**src/rtl/ysyx_220053_ifu.sv**
```systemverilog
// ysyx_220053_ifu: in-order fetch stage, one instruction in flight.
// Ports: imem req/resp bus, instr/pc to decode, dnpc back, error + count.
module ysyx_220053_ifu #(
  parameter logic [63:0] RESET_PC = 64'h0000_0000_8000_0000,
  parameter int          TIMEOUT  = 256
) (
  input  logic        clk,
  input  logic        rst,
  output logic        imem_req_valid,
  input  logic        imem_req_ready,
  output logic [63:0] imem_req_addr,
  input  logic        imem_resp_valid,
  input  logic [63:0] imem_resp_data,
  input  logic        imem_resp_err,
  output logic        instr_valid,
  input  logic        instr_ready,
  output logic [31:0] instr_o,
  output logic [63:0] pc_o,
  input  logic [63:0] dnpc_i,
  output logic        fetch_err,
  output logic [1:0]  err_cause,
  output logic [63:0] fetch_cnt
);

  typedef enum logic [2:0] {
    IDLE,
    REQ,
    WAIT,
    OUT,
    ERR
  } state_t;

  localparam logic [15:0] TMO_LAST = 16'(TIMEOUT - 1);

  state_t      state_q;
  state_t      state_d;
  logic [63:0] pc_q;
  logic [15:0] timer_q;
  logic        misaligned;
  logic        tmo_hit;

  assign misaligned = |pc_q[1:0];
  assign tmo_hit    = (timer_q == TMO_LAST);

  // Outputs come only from state and registers.
  assign imem_req_valid = (state_q == REQ) && !misaligned;
  assign imem_req_addr  = {pc_q[63:3], 3'b000};
  assign instr_valid    = (state_q == OUT);
  assign fetch_err      = (state_q == ERR);
  assign pc_o           = pc_q;

  always_comb begin
    state_d = state_q;
    unique case (state_q)
      IDLE: state_d = REQ;
      REQ: begin
        if (misaligned)          state_d = ERR;
        else if (imem_req_ready) state_d = WAIT;
      end
      WAIT: begin
        // A response in the last timer cycle beats the timeout.
        if (imem_resp_valid)
          state_d = imem_resp_err ? ERR : OUT;
        else if (tmo_hit)
          state_d = ERR;
      end
      OUT: begin
        if (instr_ready) state_d = REQ;
      end
      ERR:     state_d = ERR;
      default: state_d = IDLE;
    endcase
  end

  always_ff @(posedge clk) begin
    if (rst) begin
      state_q   <= IDLE;
      pc_q      <= RESET_PC;
      instr_o   <= '0;
      timer_q   <= '0;
      fetch_cnt <= '0;
      err_cause <= 2'b00;
    end else begin
      state_q <= state_d;
      unique case (state_q)
        REQ: begin
          if (misaligned)          err_cause <= 2'b01;
          else if (imem_req_ready) timer_q   <= '0;
        end
        WAIT: begin
          if (imem_resp_valid) begin
            if (imem_resp_err)
              err_cause <= 2'b10;
            else if (pc_q[2])
              instr_o <= imem_resp_data[63:32];
            else
              instr_o <= imem_resp_data[31:0];
          end else if (tmo_hit) begin
            err_cause <= 2'b11;
          end else begin
            timer_q <= timer_q + 16'd1;
          end
        end
        OUT: begin
          if (instr_ready) begin
            pc_q      <= dnpc_i;
            fetch_cnt <= fetch_cnt + 64'd1;
          end
        end
        default: ;
      endcase
    end
  end

endmodule
```
**config.mk**
```make
export PLATFORM = sky130hd
export DESIGN_NAME = ysyx_220053_ifu
export DESIGN_NICKNAME = d
export VERILOG_FILES = /design/src/rtl/ysyx_220053_ifu.sv
export SDC_FILE = /design/constraint.sdc
export NUM_CORES = 1
export LEC_CHECK = 0
export BUFFER_PORTS_ARGS = -buffer_cell sky130_fd_sc_hd__buf_4
export CORE_MARGIN = 4
export CORE_UTILIZATION = 44
export DETAILED_ROUTE_END_ITERATION = 10
export GPL_ROUTABILITY_DRIVEN = 0
export HOLD_SLACK_MARGIN = 0.02
export PLACE_DENSITY = 0.75
export SETUP_SLACK_MARGIN = 0.3
export SYNTH_ARGS = -nofsm -noshare
export SYNTH_HDL_FRONTEND = slang
export SYNTH_SLANG_ARGS = --single-unit
export TNS_END_PERCENT = 50
```
**constraint.sdc**
```tcl
create_clock -name clk -period 3.4 [get_ports clk]
set_input_delay 0.34 -clock clk [delete_from_list [all_inputs] [get_ports clk]]
set_output_delay 0.34 -clock clk [all_outputs]
set_load 0.005 [all_outputs]
```
After elaboration in Yosys (flattened, before gate mapping)
Index checks and enable logic that the tools add are counted.

word-level totals
  output and inout bits = 229
  bits of input ports = 134
  register bits = 181
  memories = 0
  RAM bits = 0
  bits in latches = 0
  bits in read-only memories = 0

cells by class
  div/mod/pow operators = 0
  shifts and indexed selects = 0
  muxes and demuxes = 18
  equal/unequal tests = 14
  magnitude comparators = 0
  reduce and logical (&&, ||, !) cells = 10
  add/sub/neg operators = 2
  $mul = 0
  bitwise gates (word level) = 1

operator list
  cell                     number
  $add A64 B1 Y64 const B  1
  $mux W16                 4
  $mux W32                 1
  $pmux W16 S2             1
  $mux W3                  6
  $add A16 B1 Y16 const B  1
  $eq A16 B8 Y1 const B    1
  $pmux W3 S5              1
  $ne A2 B2 Y1 const B     5
  $ne A3 B3 Y1 const B     3
  $mux W2                  4
  $eq A3 B2 Y1 const B     2
  $reduce_and A3 Y1        2
  $reduce_and A5 Y1        1
  $pmux W2 S2              1
  $reduce_and A4 Y1        1
  $eq A3 B1 Y1 const B     1
  $eq A3 B3 Y1 const B     1
  $logic_not A3 Y1         1
  $ne A2 B1 Y1 const B     1
  $reduce_and A2 Y1        1
  $reduce_bool A2 Y1       1
  $reduce_or A2 Y1         1
  $logic_and A1 B1 Y1      1
  other kinds (2)          2

Depth between registers and ports, before layout
  depth after elaboration = 4
  mapped depth = 8

Worst setup path before layout
Ideal clock, no wire load.

  path type = register -> register
  start point = register fetch_cnt[3]
  end point = register fetch_cnt[27]
  path buffers = 0
  arrival time = 1.978 ns
  data required time = 3.279 ns
  path slack = 1.301 ns
  cell stages (with the launch flop) = 6
  clock period less this slack = 2.099 ns
  cell sequence = dfxtp_1 nand4_1 nor4_4 nand3_1 nor4_1 mux2_2

between the ends
  word-level cells in the longest chain between the ends = 1

ends and longest elaborated chain
  element                   line  RTL
  start: declaration        22    output logic [63:0] fetch_cnt
  start signal: assignment  107   fetch_cnt <= fetch_cnt + 64'd1;
  $add A64 B1 Y64           107

Every way passes these cells.
A chain may end at the register's enable or synchronous reset.

Worst setup path in the final report
  start point = register state_q[2]
  end point = register fetch_cnt[59]

between the ends
  word-level cells in the longest chain between the ends = 2

ends and longest elaborated chain
  element                             line  RTL
  start: declaration                  35    state_t state_q;
  start signal: assignment            84    state_q <= state_d;
  $eq A3 B2 Y1                        85    unique case (state_q)
  $reduce_and A2 Y1 (no source line)  --

Every way passes these cells.

==> results_dict.tcl <==
set metrics [dict create \
    relSlewSlack 0.3267 \
    slowest_stage "nor4_4" \
    fillerInstances 1596 \
    timing.hold.ws_ns 0.1349 \
    ios 363 \
    async_flop_share 0 \
    status "completed" \
    worstPathRequired_ns 3.72 \
    fin_tns_setup_ns 0 \
    antenna_found_initial 0 \
    arrival_ns 3.02 \
    postLayoutCellArea_sq_um 11200 \
    fin_skew_ns 0.01086 \
    fin_crit_sh 0.7921 \
    finalHoldViolCount 0 \
    drc 0 \
    synth_largest_area_cell "dfxtp_1" \
    max_freq_ghz 0.3713 \
    min_to "pc_o[31]" \
    tightest_slew_ns 1.010 \
    ys_types 55 \
    io_buffers 359 \
    grt_pass1_wl_um 41950 \
    synthFlopType "dfxtp_1" \
    path_cells "nand4b_4 -> nor4_4 -> nand4_2 -> nor4_1 -> mux2_2" \
    peakVddDrop_v 0.0003434 \
    crit_buf_inv 0 \
    dp_hpwl_um 20710 \
    cp-start-kind "flip-flop" \
    ys_seq_area_frac 0.4365 \
    min_period_ns 2.693 \
    path_class "flip-flop to flip-flop" \
    drt_pass1_iterations 6 \
    area_delta_synth_final_pct 34.88 \
    rows 49 \
    wl_per_cell_um 18.19 \
    n_antenna_cell 0 \
    ys_ff_latch 181 \
    holdCritPathClass "input port to flip-flop" \
    drive_gt1_frac 0.3242 \
    post_drt_via_cell_ratio 5.412 \
    grt-ovfl-total 0 \
    numCtsBuffers 17 \
    power.internal_mw 3.750 \
    power.density_nw_per_um2 466.7 \
    final_common_cell "buf_4" \
    die-area_sq_um 21130 \
    syn-instance-count 1004 \
    grt_max_degree 84 \
    start_util 0.4543 \
    reg2reg_slack_ns 0.71 \
    leakagePower_nw 4.556 \
    fin_nets 1402 \
    synth_edf_count 0 \
    num_vias 8150 \
    cts_buffer_depth 2 \
    postCtsSetupRepairBufs 0 \
    root_buffer "clkbuf_16" \
    rsz0062_at_grt "no" \
    multi_input_area_sq_um 3938 \
    die_w_um 145.4 \
    drv_cap 0 \
    crit_fanout 12 \
    register_area_sq_um 3625 \
    rr_endpoint "fetch_cnt[59]" \
    reg2reg_depth 5 \
    p_sw_mw 1.475 \
    hold_path_depth 3 \
    place_area_sq_um 10650 \
    seq_power_share 0.455 \
    coreArea_sq_um 18270 \
    track_usage 0.2450 \
    routed_wirelength_um 27400 \
    endpoint_kind "flip-flop" \
    syn_area_sq_um 8300 \
    clkPwrFrac 0.359 \
    clkSinkCount 181 \
    mostFrequentLayoutCells "365 x buf_4, 180 x dfxtp_1, 169 x nand2_1" \
    htreeDepth 4 \
    crit_start "state_q[2]" \
    clk_pin_slew_ns 0.07 \
    hp-start "dnpc_i[31]" \
    synth_area_leaders "dfxtp_1 44%, nand2_1 7.6%, a21oi_1 6.4%" \
    die_height_um 145.4 \
    critPathMaxStageDelay_ns 0.66 \
    syn_area_per_cell_sq_um 8.267 \
    setup_viol 0 \
    ant_nets 0 \
    crit_family "simple AND/OR/NAND/NOR gates" \
    finalPower_mw 5.225 \
    first_global_vias 7537 \
    yosysTopAreaCellShare 0.4365 \
    switching_share 0.2823 \
    finish.utilization 0.6128 \
    drtIter0Drc 481 \
    slew_viol_final 0 \
    yosysWarningCount 0 \
    clock_latency_ns 0.44 \
    hold_buffers 0 \
    comb_power_share 0.186 \
    cts_resized 0 \
    r2r_start "state_q[2]" \
    cts_tree "built" \
]
cells in the mapped netlist, drive strengths merged (3+ instances only):
master  count
a211oi     35
a21oi     106
and2        5
and3       16
and4        7
buf        75
clkbuf     50
dfxtp     181
inv        10
mux2i      33
nand2     169
nand3      37
nand3b      3
nand4      28
nor2       86
nor2b       4
nor3       12
nor3b       3
nor4       10
o211ai      3
o21ai      15
o311ai      3
o31ai      22
o41ai       4
or2         3
or3         8
or4        25
xnor2       6
xor2       18
per-layer routing:
metal | up-vias | part of all wire | track usage
met1 | 3801 | 0.41 | 0.3000
met3 | 33 | 0.072 | 0.06820
met5 | - | 0 | 0
met2 | 296 | 0.50 | 0.4242
met4 | 0 | 0.018 | 0.06790
li1 | 4020 | - | -
final cells by class:
cell class                 count  area share
clock buffer                  19     0.03956
clock inverter                11    0.009499
inverter                      10    0.003353
multi-input combinational    690      0.3517
sequential                   181      0.3238
tap                          229     0.02559
timing repair buffer         366      0.2465
registers in the layout, summed over array words and instances, names as in the netlist:
name,cells
err_cause,2
fetch_cnt,64
instr_o,32
pc_o,64
state_q,3
timer_q,16
per-stage QoR:
step                setup slack (ns)  instances
floorplan                      1.301       1006
global placement              0.7801       1476
detailed placement            0.7709       1476
CTS                           0.7572       1506
global route                  0.5006       1506
finish                        0.7069       1506
how the worst max path moves through the flow:
stage	depth (start not counted)	slack, ns	end
2_1_floorplan	5	1.30	fetch_cnt[27]
3_3_place_gp	5	0.78	fetch_cnt[59]
3_5_place_dp	5	0.77	fetch_cnt[59]
4_1_cts	5	0.76	fetch_cnt[59]
5_1_grt	5	0.50	fetch_cnt[59]
6_report	5	0.71	fetch_cnt[59]
power by group through the flow:
stage / Combinational [mW] / Sequential [mW] / Clock [mW]
CTS: 0.984 / 2.38 / 1.90
global placement: 0.969 / 2.42 / 0
floorplan: 0.545 / 2.38 / 0
detailed placement: 0.980 / 2.42 / 0
global route: 1.06 / 2.40 / 2.00
finish: 0.974 / 2.38 / 1.87
cell families (layout without fill, tap and decap cells):
family                     Yosys count  count (layout)  share of synthesized area
and+or+nand+nor                    424             424                     0.2516
AOI/OAI and AO/OA                  202             202                     0.1495
DFF                                181             181                     0.4365
buffers and inverters              135             406                    0.09104
muxes                               35              35                    0.04251
xor gates and xnor gates            24              24                    0.02532
adders and majority gates            2               2                   0.003014
other                                1               3                  0.0004518
worst register-to-register path, stage by stage, from the launching register on:
cell and delay [ns]:
dfxtp_1 0.42, nand4b_4 0.38, nor4_4 0.67, nand4_2 0.42
nor4_1 0.34, mux2_2 0.37
Note: power is estimated with default switching activity, not from simulation.
